`config.mk`:
```
export PLATFORM = sky130hd
export DESIGN_NAME = rf_sequencer
export DESIGN_NICKNAME = d
export VERILOG_FILES = /design/src/rtl/rf_seq_pkg.sv /design/src/rtl/rf_seq_alu.sv /design/src/rtl/rf_sequencer.sv
export SDC_FILE = /design/constraint.sdc
export NUM_CORES = 1
export LEC_CHECK = 0
export ABC_AREA = 1
export CORE_UTILIZATION = 50
export DETAILED_ROUTE_END_ITERATION = 16
export PLACE_DENSITY = 0.82
export SLEW_MARGIN = 20
export SYNTH_ARGS = -nofsm -noshare
export SYNTH_HDL_FRONTEND = slang
export SYNTH_SLANG_ARGS = --single-unit
export TNS_END_PERCENT = 20
```
`constraint.sdc`:
```
create_clock -name clk -period 2.56 [get_ports clk]
set_input_delay 0.512 -clock clk [delete_from_list [all_inputs] [get_ports clk]]
set_output_delay 0.512 -clock clk [all_outputs]
set_load 0.01 [all_outputs]
```
`src/rtl/rf_seq_pkg.sv`:
```
// Shared opcodes, FSM state encoding, instruction layout and default widths
// for the register-file sequencer.
package rf_seq_pkg;

    localparam int DEF_DATA_W = 8;
    localparam int DEF_ADDR_W = 2;

    localparam logic [1:0] OP_ADD = 2'b00;
    localparam logic [1:0] OP_SUB = 2'b01;
    localparam logic [1:0] OP_LI  = 2'b10;
    localparam logic [1:0] OP_OUT = 2'b11;

    typedef enum logic [2:0] {
        IDLE  = 3'd0,
        READ  = 3'd1,
        EXEC  = 3'd2,
        WRITE = 3'd3,
        HOLD  = 3'd4,
        OUTP  = 3'd5
    } seqState_t;

    typedef struct packed {
        logic [1:0] op;
        logic [1:0] rs;
        logic [1:0] rt;
        logic [1:0] rd;
    } instr_t;

endpackage

```
`src/rtl/rf_seq_alu.sv`:
```
// Combinational ALU for the sequencer: ADD/SUB with signed-overflow flag, LI
// sign extension, OUT pass-through. RF_SEQ_SAT_EN clamps ADD/SUB on overflow.
module rf_seq_alu
    import rf_seq_pkg::*;
#(
    parameter int DATA_W = DEF_DATA_W
) (
    input  logic [1:0]        op,
    input  logic [DATA_W-1:0] a,
    input  logic [DATA_W-1:0] b,
    input  logic [3:0]        imm,
    output logic [DATA_W-1:0] result,
    output logic              ovf
);

`ifdef RF_SEQ_SAT_EN
    localparam logic [DATA_W-1:0] SAT_MAX = {1'b0, {(DATA_W-1){1'b1}}};
    localparam logic [DATA_W-1:0] SAT_MIN = {1'b1, {(DATA_W-1){1'b0}}};
`endif

    logic [DATA_W-1:0] bEff;
    logic [DATA_W-1:0] sum;
    logic              arith;

    always_comb begin
        bEff  = (op == OP_SUB) ? (~b + DATA_W'(1)) : b;
        sum   = a + bEff;
        arith = (op == OP_ADD) || (op == OP_SUB);
        // Overflow is judged against the effective (negated for SUB) operand.
        ovf   = arith && (a[DATA_W-1] == bEff[DATA_W-1]) && (sum[DATA_W-1] != a[DATA_W-1]);
        case (op)
            OP_ADD, OP_SUB: begin
                result = sum;
`ifdef RF_SEQ_SAT_EN
                if (ovf) result = a[DATA_W-1] ? SAT_MIN : SAT_MAX;
`endif
            end
            OP_LI:   result = {{(DATA_W-4){imm[3]}}, imm};
            default: result = a;
        endcase
    end

endmodule

```
`src/rtl/rf_sequencer.sv`:
```
// Multi-cycle master for the 4x8 register file: handshake, operand read,
// ALU, one-cycle write strobe. RF_SEQ_SAT_EN selects saturating ADD/SUB.
module rf_sequencer
    import rf_seq_pkg::*;
#(
    parameter int DATA_W    = DEF_DATA_W,
    parameter int ADDR_W    = DEF_ADDR_W,
    parameter int READ_WAIT = 1
) (
    input  logic              clk,
    input  logic              reset,
    input  logic [7:0]        instr,
    input  logic              instr_valid,
    output logic              instr_ready,
    output logic [ADDR_W-1:0] rf_read_reg1,
    output logic [ADDR_W-1:0] rf_read_reg2,
    input  logic [DATA_W-1:0] rf_read_data1,
    input  logic [DATA_W-1:0] rf_read_data2,
    output logic              rf_write,
    output logic [ADDR_W-1:0] rf_write_reg,
    output logic [DATA_W-1:0] rf_write_data,
    output logic [DATA_W-1:0] out_data,
    output logic              out_valid,
    output logic              ovf,
    output logic              busy
);

    seqState_t         state, nextState;
    instr_t            instrIn, instrQ;
    logic [1:0]        waitCnt;
    logic [DATA_W-1:0] aQ;
    logic              ovfQ;
    logic              accept;
    logic [DATA_W-1:0] aluResult;
    logic              aluOvf;
    logic              readyNext, busyNext, writeNext, outValidNext, ovfNext;

    assign instrIn = instr;
    // instr_ready is only ever high while IDLE, so this is the whole handshake.
    assign accept  = instr_valid && instr_ready;

    rf_seq_alu #(.DATA_W(DATA_W)) alu (
        .op     (instrQ.op),
        .a      (rf_read_data1),
        .b      (rf_read_data2),
        .imm    ({instrQ.rs, instrQ.rt}),
        .result (aluResult),
        .ovf    (aluOvf)
    );

    always_ff @(posedge clk or posedge reset) begin
        if (reset) state <= IDLE;
        else       state <= nextState;
    end

    always_comb begin
        nextState = state;
        case (state)
            IDLE:    if (accept) nextState = (instrIn.op == OP_LI) ? EXEC : READ;
            READ:    if (waitCnt == 2'(READ_WAIT - 1)) nextState = EXEC;
            EXEC:    nextState = (instrQ.op == OP_OUT) ? OUTP : WRITE;
            WRITE:   nextState = HOLD;
            HOLD:    nextState = IDLE;
            OUTP:    nextState = IDLE;
            default: nextState = IDLE;
        endcase
    end

    // Output values for the next cycle; every port is a flop fed from here.
    always_comb begin
        readyNext    = (state == IDLE) && !accept;
        busyNext     = (nextState != IDLE);
        writeNext    = (state == WRITE);
        outValidNext = (state == OUTP);
        ovfNext      = (state == WRITE) && ovfQ;
    end

    always_ff @(posedge clk or posedge reset) begin
        if (reset) begin
            instr_ready   <= 1'b1;
            busy          <= 1'b0;
            rf_write      <= 1'b0;
            out_valid     <= 1'b0;
            ovf           <= 1'b0;
            rf_read_reg1  <= '0;
            rf_read_reg2  <= '0;
            rf_write_reg  <= '0;
            rf_write_data <= '0;
            out_data      <= '0;
            instrQ        <= '0;
            waitCnt       <= '0;
            aQ            <= '0;
            ovfQ          <= 1'b0;
        end else begin
            instr_ready <= readyNext;
            busy        <= busyNext;
            rf_write    <= writeNext;
            out_valid   <= outValidNext;
            ovf         <= ovfNext;
            waitCnt     <= (state == READ) ? waitCnt + 2'd1 : 2'd0;
            if (accept) instrQ <= instrIn;
            if (state == READ) begin
                rf_read_reg1 <= ADDR_W'(instrQ.rs);
                rf_read_reg2 <= ADDR_W'(instrQ.rt);
            end
            // Operands are captured here, so a write to a source reg cannot disturb them.
            if (state == EXEC) begin
                aQ   <= rf_read_data1;
                ovfQ <= aluOvf;
                if (instrQ.op != OP_OUT) begin
                    rf_write_reg  <= ADDR_W'(instrQ.rd);
                    rf_write_data <= aluResult;
                end
            end
            if (state == OUTP) out_data <= aQ;
        end
    end

endmodule

```
==> run summary <==
clk_skew: 0.00608 ns
CP Max Fanout: 4
Vias: 2099
Unique masters post-synth: 26
register area share after synthesis: 0.503
power density over the cells: 1110 nW/um^2
NumNets Final: 402
Final TNS setup: 0 ns
most common cell after layout, fill and taps aside: nand2_1
Worst-path clk slew: 0.09 ns
WL per Instance: 12.0 um
# setup viols final: 0
core box area: 4720 um^2
Sequential Power Share: 0.355
synth warn: 0
Setup CP Type: input pin to register
Rows: 25
Hold WC Path Type: register to register
largest family of logic cells by synthesized area: simple AND/OR/NAND/NOR gates
switching share of total power: 0.399
CTS buffer count: 5
Routability Congestion: 0.825
Max-cap violations: 0
Rel. slew slack: 0.653
CTS Root Cell: clkbuf_8
Pre-Repair DR Iteration Count: 4
diodes inserted: 0
area of the multi-input gates: 1020 um^2
Port-buffer cells: 53
Crit path arrival time: 2.59 ns
Worst setup SP type: input pin
Int Pwr: 2.17 mW
1st-iter DRT viols: 105
final setup margin: 0.202 ns
GR Util All Layers: 0.214
antenna violations before repair: 0
top_reg_cell synth: dfrtp_1
Worst EP required: 2.79 ns
Syn Nets: 334
Max Fclk: 424 MHz
count of pins over their slew limit: 0
RSZ-0062 raised after global routing: no
I/O pin count: 54
fin crit share: 0.921
worst hold endpoint: waitCnt[0]
fin cells: 433
FF-to-FF setup slack: 0.45 ns
worst vdd ir: 0.000637 V
hold depth: 1
status: finished, final reports clean
Worst-Margin Slew: 0.519 ns
Synth Instances: 297
Hold Startpoint: waitCnt[0]
layout cell share with drive strength beyond 1: 0.109
die width: 71.9 um
Post-synth EDFFs: 0
adder-cell share of the synthesized area: 0.0543
XOR/XNOR Fraction of Synth Area: 0.0215
FF+latch area: 1230 um^2
Leak: 1.63 nW
#FFs+latches synth: 49
Worst-Skew Late Latency: 0.30 ns
H-tree level count: 2
mux cell area share after synthesis: 0
Psw: 1.44 mW
vias in the first global route: 1945
area share of and/or/nand/nor cells after synthesis: 0.225
commonest non-fill, non-tap cells in the layout: nand2_1, clkdlybuf4s50_1, dfrtp_1
final hold viol count: 0
DP HPWL: 3910 um
Die Ht: 71.9 um
area growth from synthesis to layout: 33.8%
wirelength, routed: 5190 um
syn avg cell area: 8.22 um^2
Post-synth ARST share: 1.00
Comb power frac: 0.513
CTS tree: built
Clk pwr share: 0.133
DIE AREA: 5170 um^2
vias per inst: 4.85
clk sink count: 49
antenna-violating nets left: 0
global-route wire length before repair: 8600 um
# fillers: 382
starting density of the core: 0.517
final worst path period need: 2.36 ns
drc violations: 0
worst reg2reg path depth: 14
reg-to-reg startpoint: instrQ[6]
hold_ws: 0.432 ns
dpl ws: -0.252 ns
Placed Instances: 424
largest net degree at the start of global routing: 26
grt ovf: 0
Mapped Area: 2440 um^2
Bufs on Longest Clock Path: 2
Worst Setup End Kind: register
reg2reg end: ovfQ
Compound-Gate Fraction of Synth Area: 0.107
## layer usage
metal | wire length, um | vias up | track usage
met5 | 0 | - | 0
met1 | 2430 | 977 | 0.282
met3 | 181 | 2 | 0.0431
met4 | 11 | 0 | 0.0479
met2 | 2570 | 46 | 0.369
li1 | - | 1074 | -
## through the flow
step,instance area (um^2),util,power [mW]
floorplan,2440,-,2.38
global placement,3140,0.664,3.07
detailed placement,3140,0.664,3.10
CTS,3230,0.684,3.59
global route,3270,0.692,3.92
finish,3270,0.692,3.62
## synthesized netlist by cell type, types with 2 or more instances
cell	count	area, um^2
a21oi_1	12	60.1
inv_2	2	7.51
nor2_1	24	90.1
buf_2	2	10.0
nand4_1	5	31.3
ha_1	9	113
o21ai_0	30	150
a31oi_1	2	12.5
dfrtp_1	48	1200
nand2_2	2	12.5
nor3_1	5	25.0
xor2_1	2	17.5
nand3_1	14	70.1
nor2_4	3	33.8
inv_1	49	184
nand2_1	73	274
clkbuf_1	3	11.3
xnor2_1	4	35.0
## critical path, stage by stage
cell and delay, ns:
clkdlybuf4s50_1 0.46, nor2_1 0.12, nand2_1 0.10, o31ai_2 0.23
xnor2_1 0.10, ha_1 0.35, nand2_1 0.11, nor2_1 0.11
nand2_1 0.06, nand2_1 0.13, inv_2 0.05, nand2_1 0.06
nand3_1 0.08, a21oi_2 0.12
## what timing repair did
item / 4_1_cts / 5_1_grt
setup endpoints to repair: 0 / 3
buffers inserted: 0 / 1
hold buffers: 0 / 0
gates resized for setup: 0 / 11
## power groups by stage
stage               Clock [mW]  Sequential [mW]  Combinational (mW)
global placement             0             1.29                1.78
finish                   0.479             1.28                1.85
floorplan                    0             1.36                1.02
CTS                      0.488             1.29                1.82
detailed placement           0             1.30                1.80
global route             0.512             1.32                2.09
## logic make-up after synthesis
| family | Yosys count |
|---|---|
| AOI/OAI and AO/OA | 47 |
| adders and majority gates | 10 |
| buffers and inverters | 57 |
| DFF | 49 |
| and+or+nand+nor | 128 |
| xor gates and xnor gates | 6 |
## layout make-up
| type | instances | area share |
|---|---|---|
| Tap cell | 67 | 0.0257 |
| Clock inverter | 1 | 0.00230 |
| Multi-Input combinational cell | 191 | 0.312 |
| Sequential cell | 49 | 0.376 |
| Inverter | 51 | 0.0586 |
| Clock buffer | 7 | 0.0264 |
| Timing Repair Buffer | 67 | 0.200 |
## worst max path at each step
stage,startpoint,end
after floorplan,rf_read_data2[0],rf_write_data[6]
after global placement,rf_read_data2[0],ovfQ
after detailed placement,rf_read_data2[0],ovfQ
after CTS,rf_read_data2[0],ovfQ
after global routing,rf_read_data2[2],rf_write_data[7]
final,rf_read_data2[2],rf_write_data[7]
Power figures use the tool's default switching activity.
